==> config.mk <==
export PLATFORM = sky130hd
export DESIGN_NAME = rad_async_fifo_wctrl
export DESIGN_NICKNAME = d
export VERILOG_FILES = /design/src/rtl/rad_async_fifo_pkg.sv /design/src/rtl/rad_async_fifo_skid.sv /design/src/rtl/rad_async_fifo_wctrl.sv
export SDC_FILE = /design/constraint.sdc
export NUM_CORES = 1
export LEC_CHECK = 0
export ABC_AREA = 1
export CAP_MARGIN = 10
export CELL_PAD_IN_SITES_DETAIL_PLACEMENT = 0
export CELL_PAD_IN_SITES_GLOBAL_PLACEMENT = 2
export CORE_ASPECT_RATIO = 1.2
export CORE_MARGIN = 2
export CORE_UTILIZATION = 22
export DETAILED_ROUTE_END_ITERATION = 8
export PLACE_DENSITY = 0.77
export SLEW_MARGIN = 25
export SYNTH_ARGS = -nofsm -noshare
export SYNTH_HDL_FRONTEND = slang
export SYNTH_SLANG_ARGS = --single-unit
export TNS_END_PERCENT = 100
==> constraint.sdc <==
create_clock -name wclk -period 2.8 [get_ports wclk]
set_clock_uncertainty 0.1 [all_clocks]
set_input_delay 0.84 -clock wclk [delete_from_list [all_inputs] [get_ports wclk]]
set_output_delay 0.84 -clock wclk [all_outputs]
set_load 0.02 [all_outputs]
==> src/rtl/rad_async_fifo_pkg.sv <==
// Shared types and Gray-code helpers for the async FIFO write/read control blocks.
package rad_async_fifo_pkg;

  typedef enum logic [1:0] {EMPTY, HALF, FULL} wbuf_state_t;

  // Widest pointer the helpers handle; narrower pointers are zero-extended.
  localparam int unsigned PTR_MAX_W = 32;

  // Zero-extension is harmless: each binary bit is the XOR of all Gray bits at or above it.
  function automatic logic [PTR_MAX_W-1:0] gray2bin(input logic [PTR_MAX_W-1:0] g);
    logic [PTR_MAX_W-1:0] b;
    b = '0;
    for (int unsigned i = 0; i < PTR_MAX_W; i++) begin
      b[i] = ^(g >> i);
    end
    return b;
  endfunction

  function automatic logic [PTR_MAX_W-1:0] bin2gray(input logic [PTR_MAX_W-1:0] b);
    return b ^ (b >> 1);
  endfunction

endpackage

==> src/rtl/rad_async_fifo_skid.sv <==
// Two-entry in-order buffer (head H, skid K) giving a registered in_ready on the write side.
module rad_async_fifo_skid
  import rad_async_fifo_pkg::*;
#(
  parameter int unsigned DSIZE = 8
) (
  input  logic             wclk,
  input  logic             wrst,
  input  logic             in_valid,
  input  logic [DSIZE-1:0] in_data,
  output logic             in_ready,
  output logic             out_valid,
  input  logic             out_pop,
  output logic [DSIZE-1:0] out_data
);

  wbuf_state_t      state;
  logic [DSIZE-1:0] h_data;
  logic [DSIZE-1:0] k_data;
  logic             accept;

  assign accept    = in_valid && in_ready;
  assign out_valid = (state != EMPTY);
  assign out_data  = h_data;

  // in_ready is written alongside state so it always equals (state != FULL) after the edge.
  always_ff @(posedge wclk) begin
    if (wrst) begin
      state    <= EMPTY;
      in_ready <= 1'b1;
      h_data   <= '0;
      k_data   <= '0;
    end else begin
      case (state)
        EMPTY: begin
          if (accept) begin
            h_data <= in_data;
            state  <= HALF;
          end
        end
        HALF: begin
          if (accept && out_pop) begin
            h_data <= in_data;
          end else if (accept) begin
            k_data   <= in_data;
            state    <= FULL;
            in_ready <= 1'b0;
          end else if (out_pop) begin
            state <= EMPTY;
          end
        end
        FULL: begin
          if (out_pop) begin
            h_data   <= k_data;
            state    <= HALF;
            in_ready <= 1'b1;
          end
        end
        default: begin
          state    <= EMPTY;
          in_ready <= 1'b1;
        end
      endcase
    end
  end

endmodule

==> src/rtl/rad_async_fifo_wctrl.sv <==
// Async FIFO write-side front end: skid buffer, registered fill level / almost-full, optional stats.
// Define RAD_ASYNC_FIFO_WCTRL_STATS_EN to build the stall/word counters; otherwise they read 0.
module rad_async_fifo_wctrl
  import rad_async_fifo_pkg::*;
#(
  parameter int unsigned DSIZE     = 8,
  parameter int unsigned ADDRSIZE  = 3,
  parameter int unsigned AF_THRESH = 6
) (
  input  logic                wclk,
  input  logic                wrst,
  input  logic                s_valid,
  input  logic [DSIZE-1:0]    s_data,
  output logic                s_ready,
  output logic                winc,
  output logic [DSIZE-1:0]    wdata,
  input  logic                wfull,
  input  logic [ADDRSIZE:0]   wptr_gray,
  input  logic [ADDRSIZE:0]   wq2_rptr,
  output logic [ADDRSIZE:0]   wlevel,
  output logic                walmost_full,
  output logic [15:0]         stall_cnt,
  output logic [15:0]         word_cnt
);

  localparam logic [ADDRSIZE:0] AF_T = (ADDRSIZE + 1)'(AF_THRESH);

  logic              h_valid;
  logic [ADDRSIZE:0] lvl_d;

  assign winc = h_valid && !wfull;

  rad_async_fifo_skid #(
    .DSIZE (DSIZE)
  ) u_skid (
    .wclk      (wclk),
    .wrst      (wrst),
    .in_valid  (s_valid),
    .in_data   (s_data),
    .in_ready  (s_ready),
    .out_valid (h_valid),
    .out_pop   (winc),
    .out_data  (wdata)
  );

  // Truncating the difference gives the modulo-2**(ADDRSIZE+1) wrap for free.
  assign lvl_d = (ADDRSIZE + 1)'(gray2bin(PTR_MAX_W'(wptr_gray)) - gray2bin(PTR_MAX_W'(wq2_rptr)));

  always_ff @(posedge wclk) begin
    if (wrst) begin
      wlevel       <= '0;
      walmost_full <= 1'b0;
    end else begin
      wlevel       <= lvl_d;
      walmost_full <= (lvl_d >= AF_T);
    end
  end

`ifdef RAD_ASYNC_FIFO_WCTRL_STATS_EN
  logic [15:0] stall_q;
  logic [15:0] word_q;

  always_ff @(posedge wclk) begin
    if (wrst) begin
      stall_q <= '0;
      word_q  <= '0;
    end else begin
      if (s_valid && !s_ready && (stall_q != '1)) stall_q <= stall_q + 16'd1;
      if (winc && (word_q != '1))                 word_q  <= word_q + 16'd1;
    end
  end

  assign stall_cnt = stall_q;
  assign word_cnt  = word_q;
`else
  assign stall_cnt = '0;
  assign word_cnt  = '0;
`endif

endmodule

; ---- Yosys cells after proc, flatten, opt, wreduce, memory -nomap -nowiden
; Index checks and enable logic that the tools add are counted.
[totals]
word_cells = 51
out_inout_bits = 47
regBits = 24
input_bits = 20
[classes]
muxes = 14
n_reduce_logical = 19
n_eq_ne = 8
n_addsub = 1
bitwise_logic = 2
magnitude_cmp = 1
[op_table]
columns = cell, count
row1 = $reduce_xor 32->1, 8
row2 = $mux 8, 3
row3 = $pmux 8 s3, 1
row4 = $reduce_and 4->1, 3
row5 = $mux 2, 5
row6 = $ne 2x1->1 const B, 4
row7 = $pmux 2 s3, 1
row8 = $ge 4x3->1 const B, 1
row9 = $sub 4x4->4, 1
row10 = $logic_and 1x1->1, 3
row11 = $mux 1, 3
row12 = $ne 3x1->1 const B, 1
row13 = $pmux 1 s3, 1
row14 = $reduce_and 3->1, 1
row15 = $reduce_bool 3->1, 1
row16 = $eq 2x1->1 const B, 1
row17 = $eq 2x2->1 const B, 1
row18 = $logic_not 2->1, 1
row19 = $ne 2x2->1 const B, 1
row20 = $not 1->1, 2
row21 = $reduce_bool 2->1, 1
row22 = $logic_not 1->1, 1

; ---- Logic depth before layout (Yosys ltp)
; Gate-level depths: netlist of run 1.
[depth]
ltp_word = 6
depth_mapped = 9

; ---- Modules after synthesis
; From an unflattened synthesis of run 1, not the netlist that was laid out.
[hier_totals]
cells_unflattened = 214
area_unflattened_um2 = 1491.4
[by_module_without_submodules]
columns = module, instances, cells_per_inst, area_each_um2
row1 = rad_async_fifo_skid, 1, 139, 900.9
row2 = rad_async_fifo_wctrl, 1, 75, 590.6

; ---- Worst setup path before layout of run 1
; Ideal clock, no wire load.
[synth_timing]
path_type = input-to-reg
from = in wptr_gray[3]
to = reg walmost_full
n_path_buf = 0
setup_slack_ns = 0.440
arrival_ns = 2.202
setup_ns = 0.058
required_ns = 2.642
stages = 9
cell_sequence = xor2_1 -> xor2_1 -> ha_1 -> inv_1 -> fa_1 -> a21oi_1 -> o21a_1 -> nand2_1 -> nand2_1
[synth_between]
elab_chain_cells = 3
[synth_rtl]
columns = element, line_no
row1 = from (decl), rad_async_fifo_wctrl.sv:18  ; input logic [ADDRSIZE:0] wptr_gray,
row2 = $reduce_xor 32->1, rad_async_fifo_pkg.sv:14  ; b[i] = ^(g >> i);
row3 = $sub 4x4->4 *, rad_async_fifo_wctrl.sv:47  ; assign lvl_d = (ADDRSIZE + 1)'(gray2bin(PTR_MAX_W'(wptr_gray)) - gray2bin(PTR_MAX_W'(wq2_rptr)));
row4 = $ge 4x3->1 *, rad_async_fifo_wctrl.sv:55  ; walmost_full <= (lvl_d >= AF_T);
row5 = to (signal assigned), rad_async_fifo_wctrl.sv:55
row6 = to (decl), rad_async_fifo_wctrl.sv:21  ; output logic walmost_full,
; Mark *: on every way between the ends. The rest lies on a longest branch, timed or not.
; A chain may end at the register's enable or synchronous reset.

; ---- Final worst setup path of run 1
[layout_timing]
from = in wfull
to = out winc
[layout_between]
elab_chain_cells = 2
[layout_rtl]
columns = element, line_no
row1 = from (decl), rad_async_fifo_wctrl.sv:17  ; input logic wfull,
row2 = $logic_not 1->1, rad_async_fifo_wctrl.sv:31  ; assign winc = h_valid && !wfull;
row3 = $logic_and 1x1->1, rad_async_fifo_wctrl.sv:31
row4 = to (decl), rad_async_fifo_wctrl.sv:15  ; output logic winc,
; Every way passes these cells.

==> summary.md, run 1 <==
| Metric | Value |
|---|---|
| Die area | `around 0.0075 mm2` |
| GRT Total Usage | `8.64%` |
| Number of inserted diodes | `0` |
| Final setup viols | `0` |
| Fraction of registers with async set or reset after synthesis | `0%` |
| Grt total ovfl | `0` |
| Yosys reg bits | `24` |
| Final count of pins violating max slew | `0` |
| Overall power of the completed layout | `0.992 mW` |
| Minimum setup slack among reg-to-reg paths | `1390 ps` |
| Buffer depth of the longest clock path | `2` |
| Met3 WL post-DR | `238 um` |
| M1 WL | `1.41 mm` |
| Cells taking the most area after synthesis | `dfxtp_1 32%, buf_4 16%, nand2_1 13%` |
| Leakage power | `0.902 nW` |
| FF-to-FF Start | `u_skid.state[0]` |
| Synthesized netlist cell count | `203` |
| Data required time at the worst endpoint | `1860 ps` |
| Worst Hold Class | `reg2reg` |
| Worst IR Drop VDD | `roughly 0.00019 V` |
| HPWL after DPL | `2.40 mm` |
| Total power per unit cell area | `approximately 500 mW/mm2` |
| Maximum fanout encountered on the critical timing path | `2` |
| Fraction of synthesized cell area taken by the top area cell type | `32.1%` |
| Met2 WL | `about 1.5 mm` |
| Count of buffers from port buffering | `34` |
| Critical Path End Type | `primary output` |
| Area growth, synth to finish | `29.3%` |
| Clk root buf | `clkbuf_8` |
| Post-Route WL | `roughly 3.2 mm` |
| Kind of start point of the critical path | `primary input` |
| Ratio of final minimum period to clock period | `96.7%` |
| Tmin final | `2710 ps` |
| Height of the chip | `94.4 um` |
| Worst hold margin | `363 ps` |
| Primary FF master, synth | `dfxtp_1` |
| Instance area at placement | `about 0.0019 mm2` |
| Wire length of the first global-routing pass | `5.03 mm` |
| Final Instance Area | `0.00194 mm2` |
| Clock slew seen by the registers of the worst setup and hold paths | `approximately 90 ps` |
| Nets@finish | `273` |
| Distinct cell type count after synthesis | `27` |
| H-tree Lvls | `1` |
| Total vias in the final route | `1249` |
| Count of yosys warnings during synthesis | `0` |
| Highest metal layer with signal wires | `met4` |
| Setup Fix Bufs, Post-CTS | `0` |
| Final hold vios | `0` |
| Core region area | `0.00653 mm2` |
| CTS tree | `built` |
| Sequential area share after synthesis | `32.1%` |
| Clock tree sinks | `24` |
| Unrepaired setup endpoints after global routing | `no` |
| Syn avg cell area | `7.38 um2` |
| Vias per inst | `3.75` |
| Fin util | `29.7%` |
| Cell accounting for the most synthesized area | `dfxtp_1` |
| Initial antenna violation count | `0` |
| Cell Rows | `32` |
| Worst min-delay path endpoint | `u_skid.k_data[1]` |
| Post-placement cell count | `329` |
| Ports placed on the boundary | `67` |
| Pin count of the biggest net entering global routing | `14` |
| FF-to-FF path depth | `8` |
| Most frequent cell after synthesis | `nand2_1` |
| Placer congestion estimate | `0.755` |
| Hold Path Depth | `2` |
| Iter 0 DRT Violations | `a little under 80` |
| Max frequency | `369 MHz` |
| Non-Filler Instances | `333` |
| Max cap viols | `0` |
| Commonest cells in the synthesized netlist | `51 x nand2_1, 32 x buf_4, 24 x dfxtp_1` |
| Fraction of final layout cells sized beyond drive strength 1 | `10.1%` |
| Die width | `79.3 um` |
| Data arrival, critical path | `1770 ps` |
| Detailed Routing Iterations Pass 1 | `4` |
| Starting density of the core | `a little under a quarter` |
| Average detailed-routed wire length per instance | `9.54 um` |
| Min-delay src | `u_skid.k_data[1]` |
| Netlist Area Pre-Place | `0.00150 mm2` |
| Setup CP Type | `in2out` |
| Count of flip-flops with a built-in enable after synthesis | `0` |
| Outcome | `finished, final reports clean` |
| Final routed DRC violation total | `0` |
| Skew-Pair Late Insertion Delay | `270 ps` |
| Vias in the first global route | `roughly 1100` |
| Final ANT Viol Nets | `0` |
| Worst flop-to-flop path endpoint | `u_skid.out_data[7]` |
| Cts bufs inserted | `3` |
[timing repair]
item	4_1_cts	5_1_grt
setup endpoints to repair	1	0
hold buffers	0	0
resized for setup	1	0
[critical path: stages]
cell and delay [ps]:
clkdlybuf4s50_1 480, inv_1 50, nand2_1 60, inv_1 30, dlygate4sd2_1 310
[where the power goes]
part,switching [mW],internal (mW),total (mW)
logic,0.204,0.152,0.356
registers,0.0157,0.379,0.395
clock network,0.115,0.126,0.241
[registers in the layout, indices dropped and copies added (netlist names)]
signal           cells
wlevel               4
u_skid.k_data        8
u_skid.in_ready      1
u_skid.state         2
walmost_full         1
u_skid.out_data      8
[placed cells by master (no fill, tap or decap)]
cell             Yosys  final
nand2_4              3      3
nand2_1             51     51
o211ai_1             1      1
nand3_4              1      1
dfxtp_1             24     24
xor2_1               4      4
o21ai_1              5      5
o21ai_0              2      2
nor2_1              19     19
inv_1               13     13
inv_2                2      2
nand2_8              1      1
a21oi_2              1      1
a21oi_1             12     12
buf_4               32     11
nor2_4               1      1
inv_8                1      1
dlygate4sd2_1        0      1
nand3_1             14     14
o21a_1               1      1
fa_1                 1      1
ha_1                 3      3
xnor2_1              6      6
clkbuf_8             0      4
clkdlybuf4s50_1      0     33
conb_1               1     32
nand4_1              1      1
[how the worst max path moves through the flow]
stage	from	endpoint	slack (ps)	cells past startpoint
final	wfull	winc	90	5
after global routing	wfull	winc	20	5
after CTS	wfull	winc	80	5
after detailed placement	wfull	winc	-170	5
after global placement	wfull	winc	-150	5
after floorplan	wptr_gray[3]	walmost_full	440	9
[routing by layer]
layer	track usage (%)	up-vias
met2	14.8	47
met5	0	-
li1	-	662
met4	3.45	0
met3	1.91	2
met1	10.4	538
[metrics by stage]
stage          setup WS (ps)  setup TNS [ps]
2_1_floorplan            440               0
3_3_place_gp            -147            -307
3_5_place_dp            -169            -425
4_1_cts                 81.8               0
5_1_grt                 17.3               0
6_report                91.2               0
[area by class of cell]
cell class                      count  area [um2]
Clock buffer                        4        55.1
Fill cell                         727        4590
Inverter                           16        67.6
Multi-Input combinational cell    159         806
Sequential cell                    24         480
Tap cell                           85         106
Timing Repair Buffer               45         422
[cell families after synthesis]
kind of cell	count (synthesis)	share of synthesized area [%]
other	1	0.250
AND/OR/NAND/NOR	91	28.2
buffers and inverters	51	21.9
flip-flops	24	32.1
AO/OA/AOI/OAI	22	7.94
adder cells (fa/ha/maj)	4	3.84
XOR/XNOR	10	5.85
No activity file was read; power rests on OpenSTA's default activity.
==> run 2, diff against run 1 <==
- CORE_UTILIZATION: 22 -> 32
- DONT_BUFFER_PORTS: default -> 1
- PLACE_DENSITY: 0.77 -> 0.74
==> run 2 against run 1 <==
Hold slack lost 4.0 ps. Utilization grew 3.2 points. Combinational power shrank 45%. Register-to-register slack lost 130 ps. Largest cell class unchanged. Largest power group unchanged.
==> summary.md, run 2 (synthesized netlist as in run 1, its figures left out) <==
| Metric | Value |
|---|---|
| Outcome | `finished, final reports clean` |
| Cell Rows | `27` |
| Maximum fanout encountered on the critical timing path | `3` |
| Cts bufs inserted | `3` |
| Worst hold margin | `approximately 360 ps` |
| Core region area | `~0.0046 mm2` |
| Final count of pins violating max slew | `0` |
| Ratio of final minimum period to clock period | `about four fifths` |
| Final hold vios | `0` |
| Part of the power in registers | `46.7%` |
| Total vias in the final route | `1127` |
| Average detailed-routed wire length per instance | `about 12 um` |
| Detailed Routing Iterations Pass 1 | `4` |
| Worst Hold Class | `reg2reg` |
| Clock network fraction of design power | `32.4%` |
| Setup CP Type | `in2reg` |
| Most common cell after layout, fill and taps aside | `nand2_1` |
| H-tree Lvls | `1` |
| Vias per inst | `4.32` |
| Ports placed on the boundary | `67` |
| Worst IR Drop VDD | `between 0.0002 and 0.0003 V` |
| Die width | `66.5 um` |
| Most frequent cells in the layout | `51 x nand2_1, 32 x conb_1, 24 x dfxtp_1` |
| Data required time at the worst endpoint | `~2900 ps` |
| Number of inserted diodes | `0` |
| Cell-internal power | `roughly 0.63 mW` |
| GRT Total Usage | `between 10% and 20%` |
| Fin util | `32.8%` |
| Kind of start point of the critical path | `primary input` |
| Data arrival, critical path | `between 2000 and 2500 ps` |
| Post-Route WL | `3.00 mm` |
| Tmin final | `2190 ps` |
| HPWL after DPL | `2.28 mm` |
| Final routed DRC violation total | `0` |
| Vias in the first global route | `1084` |
| Iter 0 DRT Violations | `43` |
| Clock slew seen by the registers of the worst setup and hold paths | `90 ps` |
| Switching power as a share of total power | `33.0%` |
| Cts repair resizes | `0` |
| Gate power share | `20.9%` |
| Buffer depth of the longest clock path | `2` |
| Setup Fix Bufs, Post-CTS | `0` |
| Final setup viols | `0` |
| Clk root buf | `clkbuf_8` |
| Starting density of the core | `32.8%` |
| Leakage power | `just over 0.7 nW` |
| Place WS | `326 ps` |
| Max frequency | `456 MHz` |
| Clock tree sinks | `24` |
| Nets@finish | `228` |
| Skew-Pair Late Insertion Delay | `270 ps` |
| Area growth, synth to finish | `0.000267%` |
| Critical Path End Type | `flip-flop` |
| Height of the chip | `78.9 um` |
| Count of buffers from port buffering | `0` |
| Placer congestion estimate | `0.739` |
| Wire length of the first global-routing pass | `4.75 mm` |
| Overall power of the completed layout | `0.944 mW` |
| Net Switching | `0.311 mW` |
| Hold Path Depth | `2` |
| Grt total ovfl | `0` |
| Unrepaired setup endpoints after global routing | `no` |
| Post-Route Setup TNS | `0 ps` |
| Total power per unit cell area | `631 mW/mm2` |
| CTS tree | `built` |
| Final ANT Viol Nets | `0` |
| Die area | `roughly 0.0052 mm2` |
| Fraction of final layout cells sized beyond drive strength 1 | `between 6 and 7%` |
| Initial antenna violation count | `0` |
| Max cap viols | `0` |
| CTS Hold Bufs | `0` |
| Worst Setup Slack, final | `608 ps` |
| Pin count of the biggest net entering global routing | `16` |
| FF-to-FF path depth | `7` |
run 2: changes by cell type in the layout (fill, tap and decap cells not counted):
cell             delta
bufinv_16           +1
buf_4              -11
clkdlybuf4s50_1    -33
dlygate4sd2_1       -1
clkbuf_8            -1
run 2: worst max-delay path, cell delays in order:
cell and delay (ps):
xor2_1 270, xor2_1 180, ha_1 160, inv_1 60
fa_1 380, a21oi_1 160, o21a_1 150, nand2_1 50
nand2_1 50
run 2: power by group through the flow:
stage	Clock, mW	Sequential (mW)	Combinational (mW)
after floorplan	0	0.443	0.211
after global routing	0.332	0.447	0.231
after detailed placement	0	0.450	0.200
final	0.306	0.441	0.197
after global placement	0	0.450	0.195
after CTS	0.316	0.442	0.200
run 2: path summary, 6_finish.rpt:
check                                          end  slack [ps]        startpoint
worst max-delay path                  walmost_full         610      wptr_gray[3]
worst min-delay path              u_skid.k_data[7]         360  u_skid.k_data[7]
worst max register to register  u_skid.out_data[5]        1260   u_skid.in_ready
worst min register to register    u_skid.k_data[7]         360  u_skid.k_data[7]
run 2: per-layer routing:
| metal | vias to the layer above | GRT usage, % | routed length, um |
|---|---|---|---|
| met2 | 37 | 20.7 | 1530 |
| met4 | 0 | 4.90 | 29 |
| met1 | 514 | 12.9 | 1200 |
| met5 | - | 0 | 0 |
| met3 | 2 | 3.82 | 238 |
| li1 | 574 | - | - |
run 2: layout make-up:
class	instances	area [um2]
Tap cell	58	72.6
Multi-Input combinational cell	159	806
Clock inverter	1	30.0
Clock buffer	3	41.3
Fill cell	508	3060
Sequential cell	24	480
Inverter	16	67.6
run 2: per-stage QoR:
stage | cell area [um2] | std cells
after floorplan | 1610 | 234
after global placement | 1430 | 257
after detailed placement | 1430 | 257
after CTS | 1500 | 261
after global routing | 1500 | 261
final | 1500 | 261
==> run 3, diff against run 2 <==
- clock period: 2.8 -> 2.15 ns (I/O delays scaled with it)
==> run 3 against run 2 <==
First-iteration DRC count is 2.3% higher. Sequential cell count stayed put. Die area stayed put. Cell area is 1.5% higher. Non-clock buffer count is 2 higher. Count of clock-buffer cells in the layout stayed put. Register-to-register slack worse by 650 ps. Hold slack worse by 31 ps. Clock power is 32% higher. Via count is 1.5% higher. Utilization is 0.49 points higher. Global-route usage is 0.052 points lower. Largest cell class unchanged.
==> summary.md, run 3 (synthesized netlist as in run 1, its figures left out) <==
| Metric | Value |
|---|---|
| Place WS | `-73.7 ps` |
| Cell Rows | `27` |
| Final routed DRC violation total | `0` |
| Ports placed on the boundary | `67` |
| Data arrival, critical path | `2050 ps` |
| Ratio of final minimum period to clock period | `89.5%` |
| Final hold vios | `0` |
| Worst Hold Class | `in2reg` |
| Detailed Routing Iterations Pass 1 | `4` |
| Vias in the first global route | `1028` |
| Data required time at the worst endpoint | `2270 ps` |
| GRT Total Usage | `11.8%` |
| Pin count of the biggest net entering global routing | `16` |
| Buffer depth of the longest clock path | `2` |
| Post-Route WL | `approximately 3 mm` |
| CTS tree | `built` |
| H-tree Lvls | `1` |
| Worst min-delay path endpoint | `u_skid.state[1]` |
| Maximum fanout encountered on the critical timing path | `3` |
| Non-Filler Instances | `263` |
| Cts bufs inserted | `3` |
| Grt total ovfl | `0` |
| Worst Setup Slack, final | `around 220 ps` |
| Fraction of final layout cells sized beyond drive strength 1 | `approximately 8.3%` |
| HPWL after DPL | `2.33 mm` |
| Setup Fix Bufs, Post-CTS | `0` |
| Setup CP Type | `in2reg` |
| Total power per unit cell area | `817 mW/mm2` |
| Unrepaired setup endpoints after global routing | `no` |
| FF-to-FF path depth | `7` |
| Wire length of the first global-routing pass | `4.65 mm` |
| Nets@finish | `230` |
| Post-placement cell count | `259` |
| Die width | `66.5 um` |
| Number of inserted diodes | `0` |
| Starting density of the core | `approximately a third` |
| Final setup viols | `0` |
| Iter 0 DRT Violations | `44` |
| Cts repair resizes | `0` |
| Worst flop-to-flop path endpoint | `u_skid.out_data[2]` |
| Total vias in the final route | `approximately 1100` |
| Most common cell after layout, fill and taps aside | `nand2_1` |
| Vias per inst | `4.35` |
| Max cap viols | `0` |
| Clock slew seen by the registers of the worst setup and hold paths | `90 ps` |
| Skew-Pair Late Insertion Delay | `260 ps` |
| Die area | `approximately 0.0052 mm2` |
| Leakage power | `0.733 nW` |
| Critical Path End Type | `flip-flop` |
| Minimum setup slack among reg-to-reg paths | `610 ps` |
| Height of the chip | `78.9 um` |
| Tmin final | `1930 ps` |
| Placer congestion estimate | `0.731` |
| Final ANT Viol Nets | `0` |
| Clk root buf | `clkbuf_8` |
| Average detailed-routed wire length per instance | `11.4 um` |
| Fill cell instance count of the final layout | `512` |
| Area growth, synth to finish | `1.50%` |
| Kind of start point of the critical path | `primary input` |
| Worst IR Drop VDD | `0.000252 V` |
| Outcome | `finished, final reports clean` |
| Initial antenna violation count | `0` |
| Min-delay src | `wrst` |
| CTS Hold Bufs | `0` |
| Clock tree sinks | `24` |
| Count of buffers from port buffering | `0` |
| Max frequency | `roughly 520 MHz` |
| Most frequent cells in the layout | `51 x nand2_1, 32 x conb_1, 24 x dfxtp_1` |
| Core region area | `0.00456 mm2` |
| Hold Path Depth | `1` |
| FF-to-FF Start | `u_skid.in_ready` |
| Final count of pins violating max slew | `0` |
## run 3: cell count changes in the layout (fill, tap and decap cells not counted)
cell    previous run  this run
buf_4              0         2
xor2_1             4         3
xor2_2             0         1
## run 3: critical path, stage by stage
cell     delay, ps
xor2_2         210
xor2_1         180
ha_1           160
inv_1           60
fa_1           390
a21oi_1        150
o21a_1         150
nand2_1         50
nand2_1         50
## run 3: layer usage
layer | track usage, % | vias up | routed length [um]
li1 | - | 573 | -
met1 | 13.7 | 532 | 1210
met2 | 19.1 | 37 | 1520
met3 | 3.68 | 2 | 231
met4 | 6.12 | 0 | 44
met5 | 0 | - | 0
## run 3: cell type report
cell class                 count  area, um2  share of cell area (%)
clock inverter                 1       30.0                    1.98
tap                           58       72.6                    4.77
sequential                    24        480                    31.6
multi-input combinational    159        813                    53.5
clock buffer                   3       41.3                    2.72
timing repair buffer           2       15.0                   0.988
inverter                      16       67.6                    4.44
## run 3: where the power goes
part	internal, mW	switching (mW)
clock network	0.249	0.154
registers	0.494	0.0803
logic	0.0869	0.177
## run 3: worst max path at each step
stage                       startpoint      endpoint  slack (ps)  cells past startpoint
after floorplan            wq2_rptr[2]  walmost_full          10                      9
after global placement    wptr_gray[3]  walmost_full          -1                      9
after detailed placement  wptr_gray[3]  walmost_full         -70                      9
after CTS                 wptr_gray[3]  walmost_full         210                      9
after global routing      wptr_gray[3]  walmost_full         160                      9
final                     wptr_gray[3]  walmost_full         220                      9
## run 3: per-stage QoR
step | area, um2 | power [mW] | TNS, ps | hold slack, ps | utilization (%)
floorplan | 1620 | 0.853 | 0 | 333 | -
global placement | 1450 | 0.845 | -0.971 | 343 | 31.8
detailed placement | 1450 | 0.852 | -73.7 | 350 | 31.8
CTS | 1520 | 1.26 | 0 | 318 | 33.3
global route | 1520 | 1.32 | 0 | 307 | 33.3
finish | 1520 | 1.24 | 0 | 328 | 33.3
